`config.mk`:
```
export PLATFORM = sky130hd
export DESIGN_NAME = uart_rx_deframe
export DESIGN_NICKNAME = d
export VERILOG_FILES = /design/src/rtl/uart_rx_deframe.sv
export SDC_FILE = /design/constraint.sdc
export NUM_CORES = 1
export LEC_CHECK = 0
export CORE_ASPECT_RATIO = 0.75
export CORE_MARGIN = 3
export CORE_UTILIZATION = 60
export DETAILED_ROUTE_END_ITERATION = 7
export DONT_BUFFER_PORTS = 1
export MAX_ROUTING_LAYER = met4
export PLACE_DENSITY_LB_ADDON = 0.05
export RECOVER_POWER = 50
export SETUP_SLACK_MARGIN = 0.15
export SLEW_MARGIN = 15
export SYNTH_ARGS = -nofsm -noshare
export SYNTH_HDL_FRONTEND = slang
export SYNTH_SLANG_ARGS = --single-unit
```
`constraint.sdc`:
```
create_clock -name baud_clk -period 5.4 [get_ports baud_clk]
set_clock_uncertainty 0.05 [all_clocks]
set_input_delay 1.35 -clock baud_clk [delete_from_list [all_inputs] [get_ports baud_clk]]
set_output_delay 1.35 -clock baud_clk [all_outputs]
set_load 0.02 [all_outputs]
```
`src/rtl/uart_rx_deframe.sv`:
```
// UART frame checker and show-ahead byte FIFO: validates start/stop/parity of
// each captured 11-bit frame on the rising edge of recieved_flag and queues good bytes.
module uart_rx_deframe #(
    parameter int FIFO_AW    = 2,
    parameter bit PARITY_ODD = 1'b0
) (
    input  logic               baud_clk,
    input  logic               reset_n,
    input  logic               recieved_flag,
    input  logic [10:0]        data_parll,
    input  logic               rd_en,
    output logic [7:0]         data_out,
    output logic               data_valid,
    output logic [FIFO_AW:0]   fifo_count,
    output logic               full,
    output logic               frame_err,
    output logic               parity_err,
    output logic               overflow
);

    localparam int                 DEPTH     = 1 << FIFO_AW;
    localparam logic [FIFO_AW:0]   CNT_ONE   = (FIFO_AW+1)'(1);
    localparam logic [FIFO_AW:0]   CNT_FULL  = (FIFO_AW+1)'(DEPTH);
    localparam logic [FIFO_AW-1:0] PTR_ONE   = FIFO_AW'(1);

    logic [7:0]         mem_q [DEPTH];
    logic [FIFO_AW-1:0] wr_ptr_q, wr_ptr_d;
    logic [FIFO_AW-1:0] rd_ptr_q, rd_ptr_d;
    logic [FIFO_AW:0]   count_q, count_d;
    logic               flag_q;
    logic               frame_err_q, frame_err_d;
    logic               parity_err_q, parity_err_d;
    logic               overflow_q, overflow_d;

    logic new_frame, frame_ok, parity_ok, push_req, push, pop;

    assign new_frame = recieved_flag & ~flag_q;
    assign frame_ok  = ~data_parll[0] & data_parll[10];
    assign parity_ok = ((^data_parll[9:1]) == PARITY_ODD);
    assign push_req  = new_frame & frame_ok & parity_ok;
    assign pop       = rd_en & (count_q != '0);
    // A pop in the same cycle frees the slot, so a full FIFO can still accept
    assign push      = push_req & (~full | pop);

    always_comb begin
        wr_ptr_d     = wr_ptr_q;
        rd_ptr_d     = rd_ptr_q;
        count_d      = count_q;
        frame_err_d  = new_frame & ~frame_ok;
        parity_err_d = new_frame & frame_ok & ~parity_ok;
        overflow_d   = push_req & ~push;
        if (push) begin
            wr_ptr_d = wr_ptr_q + PTR_ONE;
        end
        if (pop) begin
            rd_ptr_d = rd_ptr_q + PTR_ONE;
        end
        if (push && !pop) begin
            count_d = count_q + CNT_ONE;
        end else if (!push && pop) begin
            count_d = count_q - CNT_ONE;
        end
    end

    // flag_q resets high so a flag already asserted at reset release is ignored
    always_ff @(posedge baud_clk or negedge reset_n) begin
        if (!reset_n) begin
            flag_q       <= 1'b1;
            wr_ptr_q     <= '0;
            rd_ptr_q     <= '0;
            count_q      <= '0;
            frame_err_q  <= 1'b0;
            parity_err_q <= 1'b0;
            overflow_q   <= 1'b0;
        end else begin
            flag_q       <= recieved_flag;
            wr_ptr_q     <= wr_ptr_d;
            rd_ptr_q     <= rd_ptr_d;
            count_q      <= count_d;
            frame_err_q  <= frame_err_d;
            parity_err_q <= parity_err_d;
            overflow_q   <= overflow_d;
        end
    end

    always_ff @(posedge baud_clk) begin
        if (push) begin
            mem_q[wr_ptr_q] <= data_parll[8:1];
        end
    end

    assign data_valid = (count_q != '0);
    assign data_out   = data_valid ? mem_q[rd_ptr_q] : 8'h00;
    assign fifo_count = count_q;
    assign full       = (count_q == CNT_FULL);
    assign frame_err  = frame_err_q;
    assign parity_err = parity_err_q;
    assign overflow   = overflow_q;

endmodule

```
==> flow_summary.ini, run 1 <==
[run_status]
status = finished clean

[finish]
n_fill_cell = 166
seqCellArea_sq_um = 1240
final_util = 0.711
diodes = 0
areaGrowthSynthToFinish_pct = 5.99
drive_gt1_frac = 0.211
instances_no_fill = 145
multi_input_comb_area_sq_um = 618
fin_nets = 129

[placement]
placed_cells = 137
gp_congestion = 0.700
port_buffers = 0
dp_hpwl_um = 2150

[min_path]
min_from = wr_ptr_q[1]
hold_class = reg2reg

[cts]
cts_setup_buffers = 0
numCtsBuffers = 5
root_buffer = clkbuf_8
cts_sinks = 43
clk_pin_slew_ns = 0.07
htreeDepth = 2
cts_hold_buffers = 0
cts_tree = built
post_cts_resized = 0
cts_max_path_buffers = 2
clk_latency_ns = 0.29

[sta]
max_freq_mhz = 296
hold_violations = 0
final.setup.tns_ns = 0
setup_viol = 0
post-route-period-util = 0.626
rsz0062_at_grt = no
tightest_slew_ns = 0.685
final_max_slew_viol_count = 0
period_needed_ns = 3.38
max-slew-margin-rel = 0.543

[synth]
synth.top_cell.area_share = 0.511
syn-num-nets = 125
synth.most_common_cell = edfxtp_1
async_flop_share = 0.256
synth_edf_count = 32
synth_area_leader_cell = edfxtp_1
synth.avg_cell_area_sq_um = 18.1
mappedNetlistArea_sq_um = 1880
ys_seq_area_frac = 0.658
synthFlopType = edfxtp_1
postSynthCellCount = 104
synth_warnings = 0
synth_top_cells_by_count = edfxtp_1 (32), dfrtp_1 (10), and2_1 (9)
synth_seq_cells = 43
synthDistinctLibCells = 27
netlist_top_cells_area = edfxtp_1 (51%), dfrtp_1 (13%), mux4_2 (9.6%)

[global_routing]
grt.overflow.total = 0
grt_antenna_before_repair = 0
first_global_vias = 924
grt_max_degree = 13
grt_pass1_wl_um = 4820
grt_use_total = 0.189

[detailed_routing]
wl_met2_um = 1450
detail_route.wl_per_cell_um = 20.9
top_layer_used = met4
ant_nets = 0
drc = 0
drt_iter0_markers = 79
vias = 849
wl_met3_um = 243
via_per_inst = 5.86
wirelength_um = 3040
first_pass_iters = 4
wirelength_met1_um = 1280

[die]
dieWidth_um = 70.6
start_util = 0.671
die_h_um = 54.5
dieArea_sq_um = 3850
core-area_sq_um = 2800
rows = 16
io_pins = 31

[power]
combPwrFrac = 0.288
p_int_mw = 0.610
pwr-share-clk = 0.204
p_sw_mw = 0.317
ir_drop_uv = 290
swShare = 0.342
p_seq_frac = 0.508
p_per_area_nw_per_um2 = 465
leakagePower_nw = 0.708
p_total_mw = 0.927

[worst_setup_path]
cp_top_family = XOR/XNOR gates
worst_path_max_delay_cell = xnor3_1
path_common_cell = xor2_1
worstPathRequired_ns = 5.56
critPathLaunchType = primary input
worstSetupPathType = in2reg
arrival_ns = 3.54
crit_chain = xnor3_1, or3b_4, mux2i_4, ha_1, inv_1, fa_1, xor2_1, nor2_1, xor2_1
regToRegStartpoint = fifo_count[0]
path_buf_inv = 1
max_stage_delay_ns = 0.42
cp-end-kind = register
cp_max_fo = 7
startpoint = data_parll[2]

[job]
cap_violations = 0
cell families (layout without fill, tap and decap cells):
group / after synthesis / count (layout) / synth area share
multiplexers: 11 / 11 / 0.122
XOR/XNOR: 12 / 12 / 0.0706
buffers and inverters: 6 / 11 / 0.0126
flip-flops: 43 / 43 / 0.658
adder cells (fa/ha/maj): 6 / 6 / 0.0439
AND/OR/NAND/NOR: 26 / 26 / 0.0925
final cells by class:
class,instances,area share
Inverter,3,0.00565
Sequential cell,43,0.621
Multi-Input combinational cell,55,0.310
Clock buffer,8,0.0402
Tap cell,36,0.0226
routing by layer:
metal	up-vias	track usage
met5	-	-
met1	417	0.222
li1	389	-
met3	8	0.0716
met4	0	0.0938
met2	35	0.295
per-stage QoR:
stage / area, sq um / worst slack (ns) / hold WS, ns
finish: 1990 / 2.02 / 0.538
global route: 1990 / 1.89 / 0.571
CTS: 1990 / 2.02 / 0.538
detailed placement: 1910 / 1.71 / 0.521
global placement: 1910 / 1.83 / 0.514
floorplan: 1880 / 1.88 / 0.485
cells in the final DEF, fill, tap and decap left out, drive strengths merged:
cell type   n
edfxtp     32
and2       13
dfrtp      10
mux4        8
clkbuf      8
xnor2       6
ha          5
xor2        4
inv         3
xnor3       2
nand2       2
nor3b       2
nor2        2
mux2        2
or3         1
nor4b       1
and4bb      1
or3b        1
nand3b      1
mux2i       1
nor2b       1
nand3       1
fa          1
dfstp       1
power groups by stage:
stage	clock, mW	sequential, mW	combinational (mW)
after global placement	0	0.477	0.265
after global routing	0.207	0.483	0.286
after CTS	0.192	0.475	0.271
final	0.189	0.471	0.267
after detailed placement	0	0.482	0.270
after floorplan	0	0.435	0.267
path summary, 6_finish.rpt:
path / endpoint / slack (ns) / cells past startpoint
max: fifo_count[2] / 2.02 / 9
min: wr_ptr_q[1] / 0.54 / 1
max reg2reg: fifo_count[2] / 2.73 / 8
min reg2reg: wr_ptr_q[1] / 0.54 / 1
max in group asynchronous: flag_q / 4.43 / 0
min in group asynchronous: rd_ptr_q[1] / 0.70 / 0
registers in the layout (all words and copies together), names as in the netlist:
signal and count:
fifo_count 3, frame_err 1, overflow 1, rd_ptr_q 2
mem_q 32, parity_err 1, flag_q 1, wr_ptr_q 2
Note: power is estimated with default switching activity, not from simulation.
==> run 2, diff against run 1 <==
- CORE_UTILIZATION: 60 -> 55
- clock period: 5.4 -> 3.05 ns (I/O delays scaled with it)
==> run 2 against run 1 <==
Sequential power up 77%; final area rose by 1.6%; clock-buffer cell count shrank 1; die area increased by 8.2%; flip-flop and latch count unchanged; core utilization down 5.9 points; final cell count up 3.4%; power is 79% higher; largest cell class unchanged; highest routed layer unchanged.
==> flow_summary.ini, run 2 (same netlist as run 1, synthesis figures left out) <==
[global_routing]
grt_antenna_before_repair = 0
grt.overflow.total = 0
grt_max_degree = 14
first_global_vias = 950
grt_pass1_wl_um = 4800
grt_use_total = 0.169

[power]
ir_drop_uv = 444
leakagePower_nw = 0.729
p_per_area_nw_per_um2 = 821

[worst_setup_path]
arrival_ns = 1.89
cp-end-kind = output port
critPathLaunchType = register
cp_max_fo = 11
crit_chain = or3_1, clkbuf_1, and2_1
worstPathRequired_ns = 2.24
worst_path_max_delay_cell = dfrtp_1
cp_top_family = flip-flops
worstSetupPathType = reg2out
max_stage_delay_ns = 0.57
path_buf_inv = 1

[sta]
max-slew-margin-rel = 0.539
whs_ns = 0.112
max_freq_mhz = 369
rsz0062_at_grt = no
hold_violations = 0
post-route-period-util = 0.887
finalWorstSetupSlack_ns = 0.343
final_max_slew_viol_count = 0
period_needed_ns = 2.71
final.setup.tns_ns = 0
tightest_slew_ns = 0.691
setup_viol = 0

[die]
core-area_sq_um = 3110
start_util = 0.605
die_h_um = 56.6
io_pins = 31
rows = 17
dieWidth_um = 73.5
dieArea_sq_um = 4160

[detailed_routing]
drc = 0
ant_nets = 0
wirelength_um = 2970
drt_iter0_markers = 86
first_pass_iters = 4
detail_route.wl_per_cell_um = 19.8
via_per_inst = 5.67
vias = 850

[cts]
numCtsBuffers = 5
cts_tree = built
clk_pin_slew_ns = 0.07
htreeDepth = 2
clk_latency_ns = 0.29
cts_sinks = 43
cts_max_path_buffers = 2
root_buffer = clkbuf_8
post_cts_resized = 0
cts_setup_buffers = 0
cts_hold_buffers = 0

[finish]
diodes = 0
instances_no_fill = 150
final_cell_mix = edfxtp_1 (32), dfrtp_1 (10), and2_1 (9), mux4_2 (8)
fin_nets = 132
regMostFlops = mem_q
drive_gt1_frac = 0.241
largest_reg_flops = 32
final_common_cell = edfxtp_1
areaGrowthSynthToFinish_pct = 7.72

[min_path]
hold_class = in2async

[placement]
dp_hpwl_um = 2130
port_buffers = 0
dp_slack_ns = 0.104
gp_congestion = 0.766
placed_cells = 142

[job]
cap_violations = 0

[run_status]
status = finished clean
## run 2: changes by cell type in the layout (fill, tap and decap cells not counted), sizes merged
| cell | before | now |
|---|---|---|
| clkinv | 0 | 1 |
| buf | 0 | 2 |
## run 2: area by class of cell
cell class | instances | area (sq um)
Inverter | 3 | 11.3
Multi-Input combinational cell | 55 | 618
Fill cell | 220 | 1080
Tap cell | 38 | 47.5
Clock inverter | 1 | 5.00
Timing Repair Buffer | 3 | 18.8
Sequential cell | 43 | 1240
Clock buffer | 7 | 86.3
## run 2: routing by layer
| metal | vias to the layer above | global-route usage | share of wire |
|---|---|---|---|
| met3 | 4 | 0.0590 | 0.056 |
| li1 | 394 | - | - |
| met5 | - | - | 0 |
| met4 | 0 | 0.0620 | 0.013 |
| met1 | 433 | 0.227 | 0.47 |
| met2 | 19 | 0.237 | 0.46 |
## run 2: where the power goes
group          internal (mW)  switching, mW  total (mW)
clock network          0.182          0.174       0.356
registers              0.688          0.145       0.833
logic                  0.234          0.239       0.473
total                   1.10          0.558        1.66
## run 2: through the flow
step / cell area (sq um) / total power [mW] / utilization
3_3_place_gp: 1940 / 1.32 / 0.624
6_report: 2020 / 1.66 / 0.652
3_5_place_dp: 1940 / 1.34 / 0.624
2_1_floorplan: 1880 / 1.24 / -
5_1_grt: 2020 / 1.77 / 0.652
4_1_cts: 2030 / 1.69 / 0.653
## run 2: worst paths after layout
check                              start             to  slack (ns)  cells after the start
setup / recovery           fifo_count[0]    data_out[4]        0.34                      3
hold / removal                   reset_n  fifo_count[2]        0.11                      0
setup reg to reg           fifo_count[0]  fifo_count[2]        0.39                      9
hold reg to reg              wr_ptr_q[1]    wr_ptr_q[1]        0.52                      1
max in group asynchronous        reset_n         flag_q        2.66                      0
min in group baud_clk      recieved_flag         flag_q        0.42                      0
